`config.mk`:
```
export PLATFORM = sky130hd
export DESIGN_NAME = pc_seq
export DESIGN_NICKNAME = d
export VERILOG_FILES = /design/src/rtl/pc_seq.sv
export SDC_FILE = /design/constraint.sdc
export NUM_CORES = 1
export LEC_CHECK = 0
export BUFFER_PORTS_ARGS = -buffer_cell sky130_fd_sc_hd__buf_2
export CAP_MARGIN = 20
export CORE_MARGIN = 2
export CORE_UTILIZATION = 35
export CTS_CLUSTER_DIAMETER = 60
export DETAILED_ROUTE_END_ITERATION = 6
export PLACE_DENSITY_LB_ADDON = 0.15
export SYNTH_ARGS = -nofsm -noshare
export SYNTH_HDL_FRONTEND = slang
export SYNTH_SLANG_ARGS = --single-unit
```
`constraint.sdc`:
```
create_clock -name i_clk_w -period 5.7 [get_ports i_clk_w]
set_clock_uncertainty 0.1 [all_clocks]
set_input_delay 1.14 -clock i_clk_w [delete_from_list [all_inputs] [get_ports i_clk_w]]
set_output_delay 1.14 -clock i_clk_w [all_outputs]
set_load 0.02 [all_outputs]
```
`src/rtl/pc_seq.sv`:
```
// Program-counter sequencer: stall/branch/exception redirect, saved EPC,
// circular return-address stack and a boot/exception bubble FSM.
module pc_seq #(
   parameter int               WIDTH     = 32,
   parameter logic [WIDTH-1:0] RESET_VEC = WIDTH'(32'h0000_0000),
   parameter logic [WIDTH-1:0] EXC_VEC   = WIDTH'(32'h0000_0004),
   parameter int               INC       = 4,
   parameter int               RAS_DEPTH = 4
) (
   input  logic                           i_clk_w,
   input  logic                           i_rst_n_w,
   input  logic                           i_stall_w,
   input  logic                           i_br_taken_w,
   input  logic [WIDTH-1:0]               i_br_target_w,
   input  logic                           i_exc_w,
   input  logic                           i_link_w,
   input  logic                           i_ret_w,
   output logic [WIDTH-1:0]               o_pc_w,
   output logic [WIDTH-1:0]               o_pc_plus_w,
   output logic                           o_valid_w,
   output logic [WIDTH-1:0]               o_epc_w,
   output logic [$clog2(RAS_DEPTH+1)-1:0] o_ras_cnt_w,
   output logic                           o_ras_uflow_w
);

   localparam int               PTR_W   = (RAS_DEPTH > 1) ? $clog2(RAS_DEPTH) : 1;
   localparam int               CNT_W   = $clog2(RAS_DEPTH + 1);
   localparam logic [WIDTH-1:0] INC_V   = WIDTH'(INC);
   localparam logic [CNT_W-1:0] CNT_MAX = CNT_W'(RAS_DEPTH);

   typedef enum logic [1:0] {
      ST_BOOT = 2'd0,
      ST_RUN  = 2'd1,
      ST_EXC  = 2'd2
   } state_t;

   state_t           state_r, state_s;
   logic [WIDTH-1:0] pc_r, pc_s;
   logic [WIDTH-1:0] epc_r, epc_s;
   logic [WIDTH-1:0] pc_plus_s;
   logic [CNT_W-1:0] cnt_r, cnt_s;
   logic [PTR_W-1:0] sp_r, sp_s;
   logic [PTR_W-1:0] top_idx_s;
   logic [PTR_W-1:0] ras_wa_s;
   logic             ras_we_s;
   logic             uflow_r, uflow_s;
   logic             valid_r;
   logic [WIDTH-1:0] ras_r [RAS_DEPTH];

   // sp_r is the next free slot; the top of stack sits one below it (circular)
   assign pc_plus_s = pc_r + INC_V;
   assign top_idx_s = sp_r - PTR_W'(1);

   // Next-state, next-PC and RAS control
   always_comb begin
      state_s  = state_r;
      pc_s     = pc_r;
      epc_s    = epc_r;
      cnt_s    = cnt_r;
      sp_s     = sp_r;
      uflow_s  = 1'b0;
      ras_we_s = 1'b0;
      ras_wa_s = sp_r;
      case (state_r)
         ST_BOOT: state_s = ST_RUN;
         ST_EXC: begin
            if (i_exc_w) state_s = ST_EXC;
            else         state_s = ST_RUN;
         end
         ST_RUN: begin
            if (i_exc_w) begin
               pc_s    = EXC_VEC;
               epc_s   = pc_r;
               state_s = ST_EXC;
            end else if (i_br_taken_w) begin
               pc_s = i_br_target_w;
            end else if (i_stall_w) begin
               pc_s = pc_r;
            end else begin
               if (i_ret_w && (cnt_r != CNT_W'(0))) pc_s = ras_r[top_idx_s];
               else                                 pc_s = pc_plus_s;
               uflow_s = i_ret_w && (cnt_r == CNT_W'(0));
               // Link+ret on a non-empty stack swaps the top in place
               if (i_link_w && i_ret_w && (cnt_r != CNT_W'(0))) begin
                  ras_we_s = 1'b1;
                  ras_wa_s = top_idx_s;
               end else if (i_link_w) begin
                  ras_we_s = 1'b1;
                  sp_s     = sp_r + PTR_W'(1);
                  if (cnt_r != CNT_MAX) cnt_s = cnt_r + CNT_W'(1);
                  else                  cnt_s = cnt_r;
               end else if (i_ret_w && (cnt_r != CNT_W'(0))) begin
                  sp_s  = sp_r - PTR_W'(1);
                  cnt_s = cnt_r - CNT_W'(1);
               end else begin
                  sp_s = sp_r;
               end
            end
         end
         default: state_s = ST_BOOT;
      endcase
   end

   // Control and PC registers
   always_ff @(posedge i_clk_w or negedge i_rst_n_w) begin
      if (!i_rst_n_w) begin
         state_r <= ST_BOOT;
         pc_r    <= RESET_VEC;
         epc_r   <= '0;
         cnt_r   <= '0;
         sp_r    <= '0;
         uflow_r <= 1'b0;
         valid_r <= 1'b0;
      end else begin
         state_r <= state_s;
         pc_r    <= pc_s;
         epc_r   <= epc_s;
         cnt_r   <= cnt_s;
         sp_r    <= sp_s;
         uflow_r <= uflow_s;
         valid_r <= (state_s == ST_RUN);
      end
   end

   // Return-address stack storage, cleared on reset
   always_ff @(posedge i_clk_w or negedge i_rst_n_w) begin
      if (!i_rst_n_w) begin
         for (int i = 0; i < RAS_DEPTH; i++) ras_r[i] <= '0;
      end else if (ras_we_s) begin
         ras_r[ras_wa_s] <= pc_plus_s;
      end
   end

   assign o_pc_w        = pc_r;
   assign o_pc_plus_w   = pc_plus_s;
   assign o_valid_w     = valid_r;
   assign o_epc_w       = epc_r;
   assign o_ras_cnt_w   = cnt_r;
   assign o_ras_uflow_w = uflow_r;

endmodule

```
# ---- Word-level counts from Yosys, hierarchy flattened
# Index checks and enable logic that the tools add are counted.
# W data, S select, Z words.
dict set report word_totals {
  reg_bits 201
  in_bits 39
  wordCells 77
}
dict set report op_classes {
  n_addsub 5
  magnitude_cmp 3
  eq_ne 6
  n_mux 33
  n_bitwise 6
  n_reduce_logical 13
}
# cell count
set ops {}
lappend ops {{$mux W32} 7}
lappend ops {{$bwmux W128} 1}
lappend ops {{$bmux W32 S2} 1}
lappend ops {{$demux W32 S2} 1}
lappend ops {{$add A32 B3 Y32 const B} 1}
lappend ops {{$mux W2} 9}
lappend ops {{$mux W1} 10}
lappend ops {{$mux W3} 3}
lappend ops {{$reduce_and A7 Y1} 1}
lappend ops {{$ge A3 B3 Y1 const B} 2}
lappend ops {{$not A2 Y3} 2}
lappend ops {{$pmux W2 S3} 1}
lappend ops {{$reduce_and A6 Y1} 1}
lappend ops {{$logic_and A1 B1 Y1} 5}
lappend ops {{$eq A2 B1 Y1 const B} 2}
lappend ops {{$not A1 Y1} 4}
lappend ops {{$reduce_and A2 Y1} 2}
lappend ops {{$add A3 B1 Y3 const B} 1}
lappend ops {{$logic_not A3 Y1} 1}
lappend ops {{$lt A3 B1 Y1 const B} 1}
lappend ops {{$ne A3 B1 Y1 const B} 1}
lappend ops {{$ne A3 B3 Y1 const B} 1}
lappend ops {{$reduce_bool A3 Y1} 1}
lappend ops {{$sub A3 B1 Y3 const B} 1}
lappend ops {{other kinds (6)} 6}

# ---- Longest topological paths before layout
# Gate-level depths: netlist of the first run.
dict set report logic_depth {
  ltp_word 13
  depth_mapped 8
  ltp_nobuf 7
}

# ---- Worst setup path after synthesis of the first run
# Ideal clock, no wire load.
dict set report synth_timing {
  kind {register to output}
  start {register pc_r[2], in the netlist o_pc_w[2]}
  end {output port o_pc_plus_w[20]}
  t_arrival_ps 2213
  setup_slack_ps 2247
  stages_incl_launch_ff 8
  cell_sequence {dfrtp_1 ha_1 nand3_1 or4_4 buf_6 or3_1 and2_4 inv_1}
}
dict set report synth_via {
  elab_chain_len 1
}
# element line
set synth_rtl {}
lappend synth_rtl {{start, declared} 38} ;# logic [WIDTH-1:0] pc_r, pc_s;
lappend synth_rtl {{start signal, assigned} 116} ;# pc_r <= pc_s;
lappend synth_rtl {{$add A32 B3 Y32} 51} ;# assign pc_plus_s = pc_r + INC_V;
lappend synth_rtl {{end, declared} 19} ;# output logic [WIDTH-1:0] o_pc_plus_w,
# Every way passes these cells.

# ---- Worst setup path in the final report of the first run
dict set report layout_timing {
  start {register pc_r[4], in the netlist o_pc_w[4]}
  end {output port o_pc_plus_w[29]}
}
# Same word-level chain as after synthesis.

==> results.md, run 1 <==
Job:
- The number of max-capacitance violations reported is 0.

Pwr:
- The clock power share is 26.3%.
- The peak supply drop is 0.199 mV.
- The switching power is 2.40 mW.
- Cell internal power was estimated by the tool at 3.93 mW.
- The net switching fraction of the power is 37.9%.
- The post-layout total power is 6.33 mW.
- Sequential cells burn 38.2% of the power.
- The total power density per cell area is 553 nW/um^2.
- The part of the power in combinational logic is a little over a third.
- The static leakage is between 5 and 6 nW.

GRT:
- The number of global-route vias before repair is 7262.
- The total overflow left after global routing is 0.
- The global-route usage over all layers is 20.0%.
- The global-route wire length before repair is 44.3 mm.
- Entering global routing, the biggest net connects 93 pins.
- The number of antenna violations at the first check in global routing was 0.

Critical path:
- The most repeated library cell on the critical path is nand4_1.
- The critical path goes through nand4_1 > nor4_1 > nand4_1 > xnor2_1 > inv_1 > buf_2.
- The critical path is of the reg2out type.
- The start of the worst register-to-register path is sp_r[0].
- The largest single stage delay on the critical path is 0.85 ns.
- The worst register-to-register path ends at ras_r[93].
- The reg2reg setup slack is 2.54 ns.
- Data on the critical path arrives at its endpoint at between 3 and 4 ns.
- In this run the worst path has a maximum fanout of 8.
- The worst setup path is launched from a register.
- The highest-delay cell along the critical path is nor4_1.
- The data required time at the worst endpoint is 4.46 ns.
- The kind of capture point of the worst setup path is an output port.
- The worst register-to-register path has a depth of 6.

Clock network:
- In this run the deepest clock path goes through 3 buffers.
- The CTS tree is yes.
- The number of post-CTS setup repair buffers is 0.
- The number of gates resized after CTS is 0.
- The count of clock tree sinks is 201.
- The later-pin clock latency in the skew report is a little over 0.5 ns.
- The tree is rooted in a clkbuf_16.
- The number of CTS-inserted buffers is 23.
- Clock-pin slew was measured on the worst setup and hold paths at approximately 0.06 ns.
- The maximum level of the CTS H-tree is 1.
- Buffers inserted to repair hold after CTS numbered 0.

Floorplanning:
- The number of ports placed on the die boundary is 140.
- The floorplan step set the die height to 169 microns.
- The die area is 28700 sq um.
- For this configuration, the core starts out at a cell density of 35.6%.
- The floorplan core area is 26900 sq um.
- In this run the horizontal extent of the chip is ~170 microns.
- The floorplan has 60 rows.

Route:
- In the routed layout, each cell is associated on average with a via count of between 5 and 6.
- The detailed-route wire length per cell is about 20 microns.
- The count of unresolved DRC violations after routing is 0.
- The number of iterations in the first detailed-routing pass is 5.
- The routed via count is 7232.
- For this block, the initial DRC count from the detailed router was 530.
- The number of antenna-violating nets in the routed design is 0.
- The detailed-route wire length is around 28 mm.

Timing:
- The setup-violating endpoint count in the final report is 0.
- The sum of negative setup slack is 0 ns.
- Setup repair after global routing left no endpoint under its margin.
- Setup slack on the critical path of the routed design comes to around 1.2 ns.
- The shortest period the worst path allows is 4.53 ns.
- For this run, the top clock speed supported by timing is 221 MHz.
- The number of max-slew violations in the final report is 0.
- The final critical-path share of the clock period is 79.5%.
- The actual slew at the worst max-slew pin is ~1 ns.
- The hold violation count in the final report is 0.
- The headroom to the max-slew limit is 31.5%.

Cells and area:
- Of the cells placed in the final design, the portion with a size suffix greater than 1 is 28.5%.
- The library cell used most frequently in the layout, excluding fill and tap cells, is dfrtp_1.
- The fill cell total of the finished layout is 2624.
- After the last flow step, the layout net total stands at 1055.
- Excluding fillers, the count of instances in the completed layout stands at 1371.
- The layout-stage area growth over the synthesis result is 19.6%.
- Leaving out fill and tap cells, the most frequent cells in the layout are 200 x dfrtp_1, 138 x buf_2, 94 x nand2_1, 89 x o21ai_0, 75 x nor2_1.
- The total inserted antenna cells is 0.

Place:
- Once detailed placement completed, the half-perimeter wirelength came to ~20 mm.
- The routability-driven placement congestion ratio is 0.837.
- The number of buffers added on ports is 139.
- Timing analysis after detailed placement gives a worst setup slack of 1.82 ns.
- Including well taps, the total number of placed cells is 1330.

Yosys:
- A synthesized cell averages 10.7 sq um.
- The number of synthesized flops with an enable pin is 0.
- The proportion of register bits with asynchronous set or reset after synthesis is 100%.
- The synthesized area is 9560 sq um.
- After technology mapping, the gate count stands at ~900.
- Counting distinct cell types in the post-synthesis netlist gives 70.
- The synthesized netlist net count is approximately 930.
- Counting flops and latches in the post-synthesis netlist gives 201.
- The sequential area share after synthesis is between 50% and 60%.
- The count of warnings emitted by yosys is 0.
- The dominant synthesized flop cell is dfrtp_1.

Min path:
- For hold timing, the worst endpoint is o_epc_w[19].
- The startpoint identified for the worst hold timing path is o_epc_w[19].
- The worst hold path cell count is 2.
- The tightest min-delay check is of the reg2reg type.

Outcome:
- The run finished with clean final reports.
[worst max-delay path by stage]
stage                          from              end  slack, ns
after global routing      o_pc_w[2]  o_pc_plus_w[17]       0.93
after global placement    o_pc_w[4]  o_pc_plus_w[29]       1.86
after floorplan           o_pc_w[2]  o_pc_plus_w[20]       2.25
after detailed placement  o_pc_w[4]  o_pc_plus_w[29]       1.82
after CTS                 o_pc_w[4]  o_pc_plus_w[17]       1.24
final                     o_pc_w[4]  o_pc_plus_w[29]       1.17
[power groups by stage]
stage	clock network [mW]	logic (mW)	registers, mW
floorplan	0	1.36	2.50
global placement	0	2.24	2.43
detailed placement	0	2.26	2.45
CTS	1.70	2.26	2.42
global route	1.76	2.46	2.51
finish	1.66	2.25	2.42
[synth_stat cells (3+ instances only)]
cell type	count	area share, %
a22o_1	8	0.73
o22a_1	3	0.27
nor2_1	75	2.9
o21ai_0	89	4.7
nand2_1	94	3.7
o221a_2	7	0.82
o211ai_1	4	0.31
nand2b_1	3	0.20
a31oi_1	5	0.33
xnor2_1	17	1.6
mux2_2	36	4.2
a21o_1	11	0.86
o221ai_1	7	0.64
nor3_1	4	0.21
a22oi_1	3	0.24
mux4_2	31	7.3
o22ai_1	10	0.65
buf_2	17	0.89
dfrtp_1	201	53
nand3_1	16	0.84
xor2_1	10	0.92
clkbuf_1	36	1.4
and3_1	4	0.26
a221o_1	3	0.31
nand4_1	9	0.59
o2bb2ai_1	3	0.27
or3_1	8	0.52
a21oi_1	65	3.4
nand3b_1	4	0.31
o31ai_1	6	0.47
inv_1	40	1.6
nor4_1	6	0.39
o21ai_1	10	0.52
[per-stage QoR]
stage                     instance area (sq um)  util [%]  hold slack (ns)
final                                     11400      42.6            0.375
after global routing                      11400      42.6            0.403
after CTS                                 11400      42.6            0.379
after detailed placement                  10600      39.4            0.366
after global placement                    10600      39.4            0.357
after floorplan                            9560         -            0.345
[layout make-up]
cell class	instances	area [sq um]	share of cell area, %
tap	341	427	3.73
clock buffer	26	617	5.39
sequential	201	5030	44.0
clock inverter	15	238	2.08
timing repair buffer	154	817	7.14
multi-input combinational	593	4150	36.3
inverter	41	154	1.35
[logic make-up after synthesis]
group                      synth area share [%]
AOI/OAI and AO/OA                          15.9
and+or+nand+nor                            12.3
DFF                                        52.6
buffers and inverters                      4.27
muxes                                      11.8
xor gates and xnor gates                   2.81
adders and majority gates                 0.340
[metal layers]
metal  track usage, %  up-vias  wire length (microns)
met4             4.87        0                    483
met1             30.3     3576                  13700
met3             2.71       31                   1280
li1                 -     3437                      -
met2             30.2      188                  12400
met5                0        -                      0
[critical path, delay by kind of cell (launching register included)]
| kind | cells | cell delay (ns) |
|---|---|---|
| xor+xnor | 1 | 0.53 |
| buf+inv | 2 | 0.25 |
| flops | 1 | 0.47 |
| simple gates | 3 | 1.52 |
[state kept, by name (all words and copies together) (netlist names)]
name,count
sp_r,2
o_ras_uflow_w,1
o_valid_w,1
o_ras_cnt_w,3
state_r,2
o_pc_w,32
o_epc_w,32
ras_r,128
No activity file was read; power rests on OpenSTA's default activity.
==> run 2, diff against run 1 <==
--- a/config.mk
+++ b/config.mk
@@ -5,6 +5,7 @@
 export SDC_FILE = /design/constraint.sdc
 export NUM_CORES = 1
 export LEC_CHECK = 0
+export ABC_AREA = 1
 export BUFFER_PORTS_ARGS = -buffer_cell sky130_fd_sc_hd__buf_2
 export CAP_MARGIN = 20
 export CORE_MARGIN = 2
==> constraint.sdc (replaced) <==
create_clock -name i_clk_w -period 3.8 [get_ports i_clk_w]
set_clock_uncertainty 0.1 [all_clocks]
set_input_delay 0.76 -clock i_clk_w [delete_from_list [all_inputs] [get_ports i_clk_w]]
set_output_delay 0.76 -clock i_clk_w [all_outputs]
set_load 0.02 [all_outputs]
==> results.md, run 2 <==
Route:
- The number of violations reported at the end of detailed-routing iteration 0 is 753 (+42%).
- The detailed-route wire length per cell is 18.4 microns (-9.6%).
- The average vias per placed instance was 5.05 (-4.2%).
- The number of antenna-violating nets in the routed design is 0 (unchanged).
- The routed via count is 9916 (+37%).
- The detailed-route wire length is 36.1 mm (+29%).
- The count of unresolved DRC violations after routing is 0 (unchanged).
- The number of iterations in the first detailed-routing pass is 5 (unchanged).

Timing:
- The hold violation count in the final report is 0 (unchanged).
- The number of max-slew violations in the final report is 0 (unchanged).
- The actual slew at the worst max-slew pin is 0.923 ns (-0.0954 ns).
- The setup-violating endpoint count in the final report is 0 (unchanged).
- Static timing analysis puts the maximum clock frequency at 276 MHz.
- The final critical path takes up 95.4% of the cycle.
- The clock period could shrink to about 3.6 ns.
- Setup repair after global routing left no endpoint under its margin.
- The headroom to the max-slew limit is 38.3% (+6.8 points).
- The sum of negative setup slack is 0 ns (unchanged).

Min path:
- The path type of the worst min-delay path is in2async.

Critical path:
- The critical path is of the reg2out type.
- The largest fanout on the critical path is 9 (+1).
- On the critical path, the stage with the largest delay is an instance of nor2_1.
- The biggest cell delay along the critical path is 0.57 ns (-0.28 ns).
- The most repeated library cell on the critical path is nand2_1.
- The worst setup path is launched from a register.
- The worst setup path is captured at an output port.
- The data required time at the worst endpoint was 2.94 ns (-1.52 ns).
- Traced cell by cell, the critical path runs through nand3_1 > nor2_1 > nand3_1 > inv_1 > nand2_1 > nand2_1 > nand2_1 > inv_1 > buf_2.
- The arrival time at the worst endpoint came to 2.76 ns (-0.53 ns).

Yosys:
- The top cell type's share of synthesized area is 48.3% (-4.3 points).
- The sequential area share after synthesis is 48.3% (-4.3 points).
- The count of warnings emitted by yosys is 0 (unchanged).
- The flip-flop and latch count after synthesis is 201 (unchanged).
- The post-synthesis cell type with the largest combined area is dfrtp_1.
- The library cell with the highest instance count after synthesis is nand2_1.
- The number of synthesized flops with an enable pin came to 0 (unchanged).
- The post-synthesis cell type count came to 35 (-50%).
- By area the synthesized netlist is led by dfrtp_1 48%, nand2_1 23%, nor2_1 5.6%.
- The dominant synthesized flop cell is dfrtp_1.
- The synthesized area came to 10400 sq um (+8.9%).
- The average instance area after synthesis is 7.29 sq um (-32%).
- The synthesized netlist net count is 1470 (+57%).
- The synthesized instance count is 1429 (+60%).
- By count the netlist is led by 629 x nand2_1, 201 x dfrtp_1, 155 x nor2_1.
- The proportion of register bits with asynchronous set or reset after synthesis is 100% (unchanged).

GRT:
- The global-route usage over all layers is 23.3% (+3.3 points).
- The pin count of the biggest net entering global routing was 89 (-4.3%).
- The number of global-route vias before repair was 9572 (+32%).
- The number of antenna violations at the first check in global routing came to 1 (+1).
- The total overflow reported by the global router was 0 (unchanged).
- The global-route wire length before repair is 56.0 mm (+27%).

Floorplanning:
- The floorplan row count is 63 (+5.0%).
- The die area is 31100 sq um (+8.7%).
- The number of ports placed on the die boundary is 140 (unchanged).
- The floorplan core area came to 29500 sq um (+9.7%).
- The starting density of the core is 35.3% (-0.26 points).
- The chip width is 176 microns (+4.2%).
- The height of the chip came to 176 microns (+4.2%).

Cells and area:
- The library cells used most frequently in the layout, excluding fill and tap cells, are 628 x nand2_1, 201 x dfrtp_1, 153 x nor2_1, 138 x buf_2, 89 x o21ai_0.
- The total inserted antenna cells came to 0 (unchanged).
- The area taken by multi-input logic gates was 4760 sq um (+15%).
- The area taken by flip-flops and latches is 5030 sq um (about the same).
- The most common cell after layout, fill and taps aside is nand2_1.
- The number of flip-flops in the largest register is 128 (unchanged).
- The final core area utilization was 42.0% (-0.52 points).
- The cell area after layout came to 12400 sq um (+8.3%).
- The share of final-layout standard cells stronger than drive strength 1 came to 15.9% (-13 points).
- The fill cell total of the finished layout is 3131 (+19%).
- The register containing the most flip-flops in the final layout is ras_r.
- The area growth from synthesis to layout is 19.0%.
- The final-stage net count is 1596 (+51%).

Clock network:
- TritonCTS built the clock tree.
- The later-pin clock latency in the skew report is 0.52 ns (about the same).
- The maximum level of the CTS H-tree is 1 (unchanged).
- CTS placed an instance of clkbuf_16 at the clock tree root.
- The number of CTS-inserted buffers is 24 (+4.3%).
- The number of post-CTS setup repair buffers is 0 (unchanged).
- The count of clock tree sinks is 201 (unchanged).
- The total of hold buffers inserted after clock tree synthesis is 0 (unchanged).
- The clock slew seen by the registers of the worst setup and hold paths came to 0.06 ns (about the same).
- The maximum buffer depth of the clock tree is 3 (unchanged).
- The number of gates resized after CTS is 0 (unchanged).

Place:
- The post-placement cell area was 11600 sq um (+9.6%).
- The half-perimeter wire length after detailed placement is 25.1 mm (+29%).
- The routability-driven placement congestion ratio is 0.942 (+13%).
- The number of buffers added on ports is 139 (unchanged).

Pwr:
- The total power density per cell area is 850 nW/um^2 (+54%).
- The static leakage is 6.73 nW (+24%).
- The peak supply drop is 0.425 mV (+110%).

Outcome:
- The flow ran to the end, and the final reports show no timing, DRC or antenna violations.

Job:
- The number of max-capacitance violations reported is 0 (unchanged).
## run 2: worst paths after layout
path | from | to | slack [ns] | cells past startpoint
worst max register to register | sp_r[1] | ras_r[56] | 1.00 | 10
worst max-delay path | o_pc_w[4] | o_pc_plus_w[31] | 0.18 | 9
max in group asynchronous | i_rst_n_w | o_pc_w[23] | 2.58 | 2
min in group i_clk_w | ras_r[5] | ras_r[5] | 0.37 | 2
worst min-delay path | i_rst_n_w | ras_r[0] | 0.19 | 1
worst min register to register | ras_r[5] | ras_r[5] | 0.37 | 2
## run 2: final cells by class
type                       count  area share (%)
clock inverter                 7           0.374
inverter                      76            2.30
sequential                   201            40.6
tap                          390            3.94
multi-input combinational   1076            38.4
clock buffer                  36            6.03
timing repair buffer         176            8.33
## run 2: routing by layer
metal / GRT usage [%] / up-vias / wire length [microns]
met2: 35.9 / 287 / 15900
met3: 3.45 / 57 / 2120
met1: 34.1 / 4751 / 17300
li1: - / 4821 / -
met4: 6.30 / 0 / 754
met5: 0 / - / 0
## run 2: logic make-up after synthesis
| group | count (synthesis) | synth area share [%] |
|---|---|---|
| adders and majority gates | 2 | 0.312 |
| xor gates and xnor gates | 9 | 0.757 |
| AOI/OAI and AO/OA | 149 | 8.10 |
| and+or+nand+nor | 910 | 35.8 |
| DFF | 201 | 48.3 |
| buffers and inverters | 152 | 6.08 |
| muxes | 6 | 0.649 |
## run 2: power breakdown
part | internal (mW) | switching, mW | total (mW) | leakage, nW
clock network | 1.36 | 0.935 | 2.29 | 0.398
registers | 2.86 | 0.647 | 3.51 | 2.71
logic | 1.38 | 3.36 | 4.73 | 3.62
total | 5.59 | 4.94 | 10.5 | 6.73
## run 2: critical path, delay by kind of cell (launching register included)
| family | cells | cell delay (ns) |
|---|---|---|
| buffers and inverters | 3 | 0.57 |
| DFF | 1 | 0.52 |
| and+or+nand+nor | 6 | 1.15 |
## run 2: stage by stage
stage	power, mW	hold WS (ns)	std cells	setup WS [ns]
after floorplan	6.33	0.337	1429	1.15
after global placement	8.20	0.352	1919	0.810
after detailed placement	8.23	0.357	1919	0.755
after CTS	10.6	0.255	1962	0.200
after global routing	11.2	0.289	1962	0.0358
final	10.5	0.193	1962	0.176
